<file path="config.mk">
export PLATFORM = sky130hd
export DESIGN_NAME = sync_fifo_ctrl
export DESIGN_NICKNAME = d
export VERILOG_FILES = /design/src/rtl/sync_fifo_ctrl.sv
export SDC_FILE = /design/constraint.sdc
export NUM_CORES = 1
export LEC_CHECK = 0
export CORE_MARGIN = 2
export CORE_UTILIZATION = 30
export DETAILED_ROUTE_END_ITERATION = 12
export PLACE_DENSITY_LB_ADDON = 0.05
export SLEW_MARGIN = 0
export SYNTH_ARGS = -nofsm -noshare
export SYNTH_HDL_FRONTEND = slang
export SYNTH_SLANG_ARGS = --single-unit
export TNS_END_PERCENT = 50
</file>
<file path="constraint.sdc">
create_clock -name clk -period 3.2 [get_ports clk]
set_input_delay 0.64 -clock clk [delete_from_list [all_inputs] [get_ports clk]]
set_output_delay 0.64 -clock clk [all_outputs]
set_load 0.01 [all_outputs]
</file>
<file path="src/rtl/sync_fifo_ctrl.sv">
// Single-clock FIFO controller: drives the memory's write/read enables and addresses and tracks occupancy and status.
// Optional sticky overflow/underflow outputs are enabled by defining SYNC_FIFO_ERR_FLAGS_EN.
module sync_fifo_ctrl #(
  parameter int unsigned ADDR_WIDTH = 8,
  parameter int unsigned AF_THRESH  = (1 << ADDR_WIDTH) - 2,
  parameter int unsigned AE_THRESH  = 2
) (
  input  logic                  clk,
  input  logic                  rst_n,
  input  logic                  wr_req,
  input  logic                  rd_req,
  output logic                  mem_wr_en,
  output logic [ADDR_WIDTH-1:0] mem_waddr,
  output logic                  mem_rd_en,
  output logic [ADDR_WIDTH-1:0] mem_raddr,
  output logic                  full,
  output logic                  empty,
  output logic                  almost_full,
  output logic                  almost_empty,
`ifdef SYNC_FIFO_ERR_FLAGS_EN
  output logic                  overflow,
  output logic                  underflow,
`endif
  output logic [ADDR_WIDTH:0]   count
);

  localparam int unsigned       DEPTH   = 1 << ADDR_WIDTH;
  localparam logic [ADDR_WIDTH:0] DEPTH_C = DEPTH[ADDR_WIDTH:0];
  localparam logic [ADDR_WIDTH:0] AF_C    = AF_THRESH[ADDR_WIDTH:0];
  localparam logic [ADDR_WIDTH:0] AE_C    = AE_THRESH[ADDR_WIDTH:0];
  localparam logic [ADDR_WIDTH:0] ONE     = {{ADDR_WIDTH{1'b0}}, 1'b1};

  logic [ADDR_WIDTH:0] wptr_q, wptr_d;
  logic [ADDR_WIDTH:0] rptr_q, rptr_d;
  logic [ADDR_WIDTH:0] count_q, count_d;
  logic                full_q, empty_q, afull_q, aempty_q;
  logic                push, pop;

  // Acceptance uses the registered flags, so a push and pop in the same
  // cycle can never touch the same address.
  assign push = wr_req & ~full_q;
  assign pop  = rd_req & ~empty_q;

  always_comb begin
    wptr_d  = wptr_q;
    rptr_d  = rptr_q;
    count_d = count_q;
    if (push) wptr_d = wptr_q + ONE;
    if (pop)  rptr_d = rptr_q + ONE;
    case ({push, pop})
      2'b10:   count_d = count_q + ONE;
      2'b01:   count_d = count_q - ONE;
      default: count_d = count_q;
    endcase
  end

  always_ff @(posedge clk or negedge rst_n) begin
    if (!rst_n) begin
      wptr_q   <= '0;
      rptr_q   <= '0;
      count_q  <= '0;
      full_q   <= 1'b0;
      empty_q  <= 1'b1;
      afull_q  <= 1'b0;
      aempty_q <= 1'b1;
    end else begin
      wptr_q   <= wptr_d;
      rptr_q   <= rptr_d;
      count_q  <= count_d;
      full_q   <= (count_d == DEPTH_C);
      empty_q  <= (count_d == '0);
      afull_q  <= (count_d >= AF_C);
      aempty_q <= (count_d <= AE_C);
    end
  end

`ifdef SYNC_FIFO_ERR_FLAGS_EN
  logic overflow_q, underflow_q;

  always_ff @(posedge clk or negedge rst_n) begin
    if (!rst_n) begin
      overflow_q  <= 1'b0;
      underflow_q <= 1'b0;
    end else begin
      overflow_q  <= overflow_q  | (wr_req & full_q);
      underflow_q <= underflow_q | (rd_req & empty_q);
    end
  end

  assign overflow  = overflow_q;
  assign underflow = underflow_q;
`endif

  assign mem_wr_en    = push;
  assign mem_rd_en    = pop;
  assign mem_waddr    = wptr_q[ADDR_WIDTH-1:0];
  assign mem_raddr    = rptr_q[ADDR_WIDTH-1:0];
  assign full         = full_q;
  assign empty        = empty_q;
  assign almost_full  = afull_q;
  assign almost_empty = aempty_q;
  assign count        = count_q;

endmodule

</file>
==> reports/summary.txt <==
Critical path class = flop to flop
Syn Inst Count = 185
Reg2reg start = empty
Clock period minus worst slack = 3.07 ns
I/O Pins = 35
Nets@finish = 259
Final cycle utilization of the critical path = 95.8%
Max layer used = met4
Largest incremental delay on the critical path = 0.53 ns
Critical Path Source = empty
Layout Cells excl Fill = 327
Syn_nets = 193
Top post-synthesis cells by area = dfrtp_1, xnor2_1, nand2_1, nand3_1, dfstp_2
Clock transition at path regs = 0.07 ns
Vias per cell = 5.19
Layout cells sized above 1 = 26.2%
Met2 WL = 2.54 mm
Core Box Area = 5820 µm²
PnR Total Power = 2.42 mW
Critical Path Stages = 17
Run status = complete, no violations
CTS tree = yes
Worst-margin pin slew = 0.549 ns
Final Util = 44.6%
Sum Neg Setup Slack = 0 ns
Most frequent cells in the layout = buf_4, clkdlybuf4s50_1, dfrtp_1
Post-DP Area = 2360 µm²
Final wirelength = 5.08 mm
PortBufs = 34
Sum of buffers and inverters on the critical path = 9
Rows = 28
Die footprint = 6570 µm²
CP endpoint kind = flop
Yosys cell types = 54
Fin area = 2590 µm²
Maximum operating frequency = 326 MHz
Worst hold slack = 0.475 ns
Bufs on Longest Clock Path = 2
Clk Latency, worst-skew pair = 0.28 ns
# DRC = 0
Post-synthesis sequential area ratio = 40.9%
Peak supply drop = 0.000364 V
FILL cells = 579
DP Cell Count = 311
FF-to-FF setup slack = 0.13 ns
M1 wire length = 2.20 mm
Worst path required time = 3.38 ns
Startpoint types = flop
Antenna Nets Post-Route = 0
Synthesis Warnings = 0
Crit path capture = almost_full
Max Slew Vio Count = 0
WP data arrival = 3.25 ns
Initial antenna violation count = 0
Final setup fails = 0
Final hold vios = 0
Crit Path Max Fanout = 4
Commonest non-fill, non-tap cell in the layout = buf_4
Worst R2R End = almost_full
Initial Util = 30.6%
Metal3 WL = 230 µm
Vias in the first global route = 1699
Max-cap viol count = 0
CTS Buf Count = 5
Post-Syn Area = 1780 µm²
Dpl ws = -0.550 ns
Power per standard cell area = 934 nW/µm²
CP max stage cell = dfstp_2
Initial drt markers = 72
Mapped Avg Cell Area = 9.62 µm²
Number of enable flip-flop cells after synthesis = 0
Dpl hpwl = 3.60 mm
Crit path cell chain = nand2b_4 > inv_2 > ha_4 > buf_8 > buf_4 > a21oi_4 > nor3_2 > a311oi_2 > xnor2_1 > buf_4 > buf_4 > buf_4 > buf_4 > buf_4 > buf_4 > and4_1 > a41o_1
Yosys top cell area share = 37.9%
First-pass GRT wire length = 8.31 mm
Total track usage = 16.6%
Post-synthesis register bit count = 29
Avg WL per Cell = 15.5 µm
Placer congestion estimate = 0.864
Worst-case reg-to-reg path depth = 17
Ant. Diodes = 0
H-tree levels = 2
Top delay family on crit path = buffers and inverters
Clock Sink Count = 29
Area Overhead vs Synth = 45.6%
Die Y = 81.0 µm
Slew HR = 63.4%
CP dominant cell by count = buf_4
Hold-fix buffers, CTS = 0
Clk_skew = 0.00602 ns
Drt first pass iters = 4
DR vias = 1696
Largest net degree at the start of global routing = 30
Total gr overflow = 0
Floorplan die width = 81.0 µm
Final worst slack = 0.133 ns
Ys async rst share = 100%
Hold Crit Class = flop to flop
Dominant synthesized flop cell = dfrtp_1
Pleak = 1.09 nW
Clk root buf = clkbuf_8
Leading area contributor after synthesis = dfrtp_1
## registers in the layout (all words and copies together), names as in the netlist
signal,cells
count,9
almost_empty,1
empty,1
full,1
almost_full,1
wptr_q,8
rptr_q,8
## Yosys cell counts, types with 4 or more instances
master and count:
nor3_1 9, a21oi_1 4, nor2_1 7, o22ai_1 4
buf_2 7, ha_1 4, xor2_1 4, and3_1 5
o21ai_0 4, nand3_1 11, a211oi_1 4, xnor2_1 17
inv_1 8, nand2_1 16, dfrtp_1 27
## cell type report
class / count / area, µm² / area share, %
multi-input cells: 136 / 1000 / 38.6
well taps: 75 / 93.8 / 3.62
clock inverters: 2 / 37.5 / 1.45
clock buffers: 6 / 82.6 / 3.19
repair buffers: 69 / 609 / 23.5
inverters: 10 / 40.0 / 1.54
flip-flops and latches: 29 / 728 / 28.1
## worst reg2reg max path, cell delays in order, from the launching register on
cell and delay (ns):
dfstp_2 0.53, nand2b_4 0.14, inv_2 0.05, ha_4 0.17, buf_8 0.12, buf_4 0.15, a21oi_4 0.16, nor3_2 0.06
a311oi_2 0.35, xnor2_1 0.12, buf_4 0.14, buf_4 0.12, buf_4 0.12, buf_4 0.12, buf_4 0.12, buf_4 0.12
and4_1 0.18, a41o_1 0.20
## worst min-delay path by stage
stage	from	end	slack (ns)	cells after the start
floorplan	rst_n	almost_full	0.34	0
global placement	wptr_q[7]	wptr_q[7]	0.46	1
detailed placement	wptr_q[7]	wptr_q[7]	0.46	1
CTS	wptr_q[7]	wptr_q[7]	0.48	1
global route	wptr_q[7]	wptr_q[7]	0.49	1
finish	wptr_q[7]	wptr_q[7]	0.47	1
## report_power, final
group          total (mW)  internal [mW]  switching, mW
Clock               0.404          0.253          0.151
Sequential          0.744          0.521          0.223
Combinational        1.27          0.704          0.568
## what timing repair did
item / CTS / global route
buffers inserted: 8 / 0
pin swaps: 5 / 6
setup endpoints to repair: 4 / 4
gates resized for setup: 11 / 8
## per-layer routing
metal  GRT usage (%)  up-vias
met2            28.1       49
met4            6.78        0
met1            20.3      826
met5               0        -
li1                -      809
met3            3.67       12
## kinds of logic (layout without fill, tap and decap cells)
family / count (synthesis) / in the layout / synth area share [%]
AO/OA/AOI/OAI: 34 / 34 / 14.3
multiplexers: 2 / 2 / 1.19
buffers and inverters: 20 / 87 / 5.69
adder cells (fa/ha/maj): 4 / 4 / 2.81
XOR/XNOR: 21 / 21 / 10.3
flip-flops: 29 / 29 / 40.9
AND/OR/NAND/NOR: 75 / 75 / 24.7
Note: power is estimated with default switching activity, not from simulation.
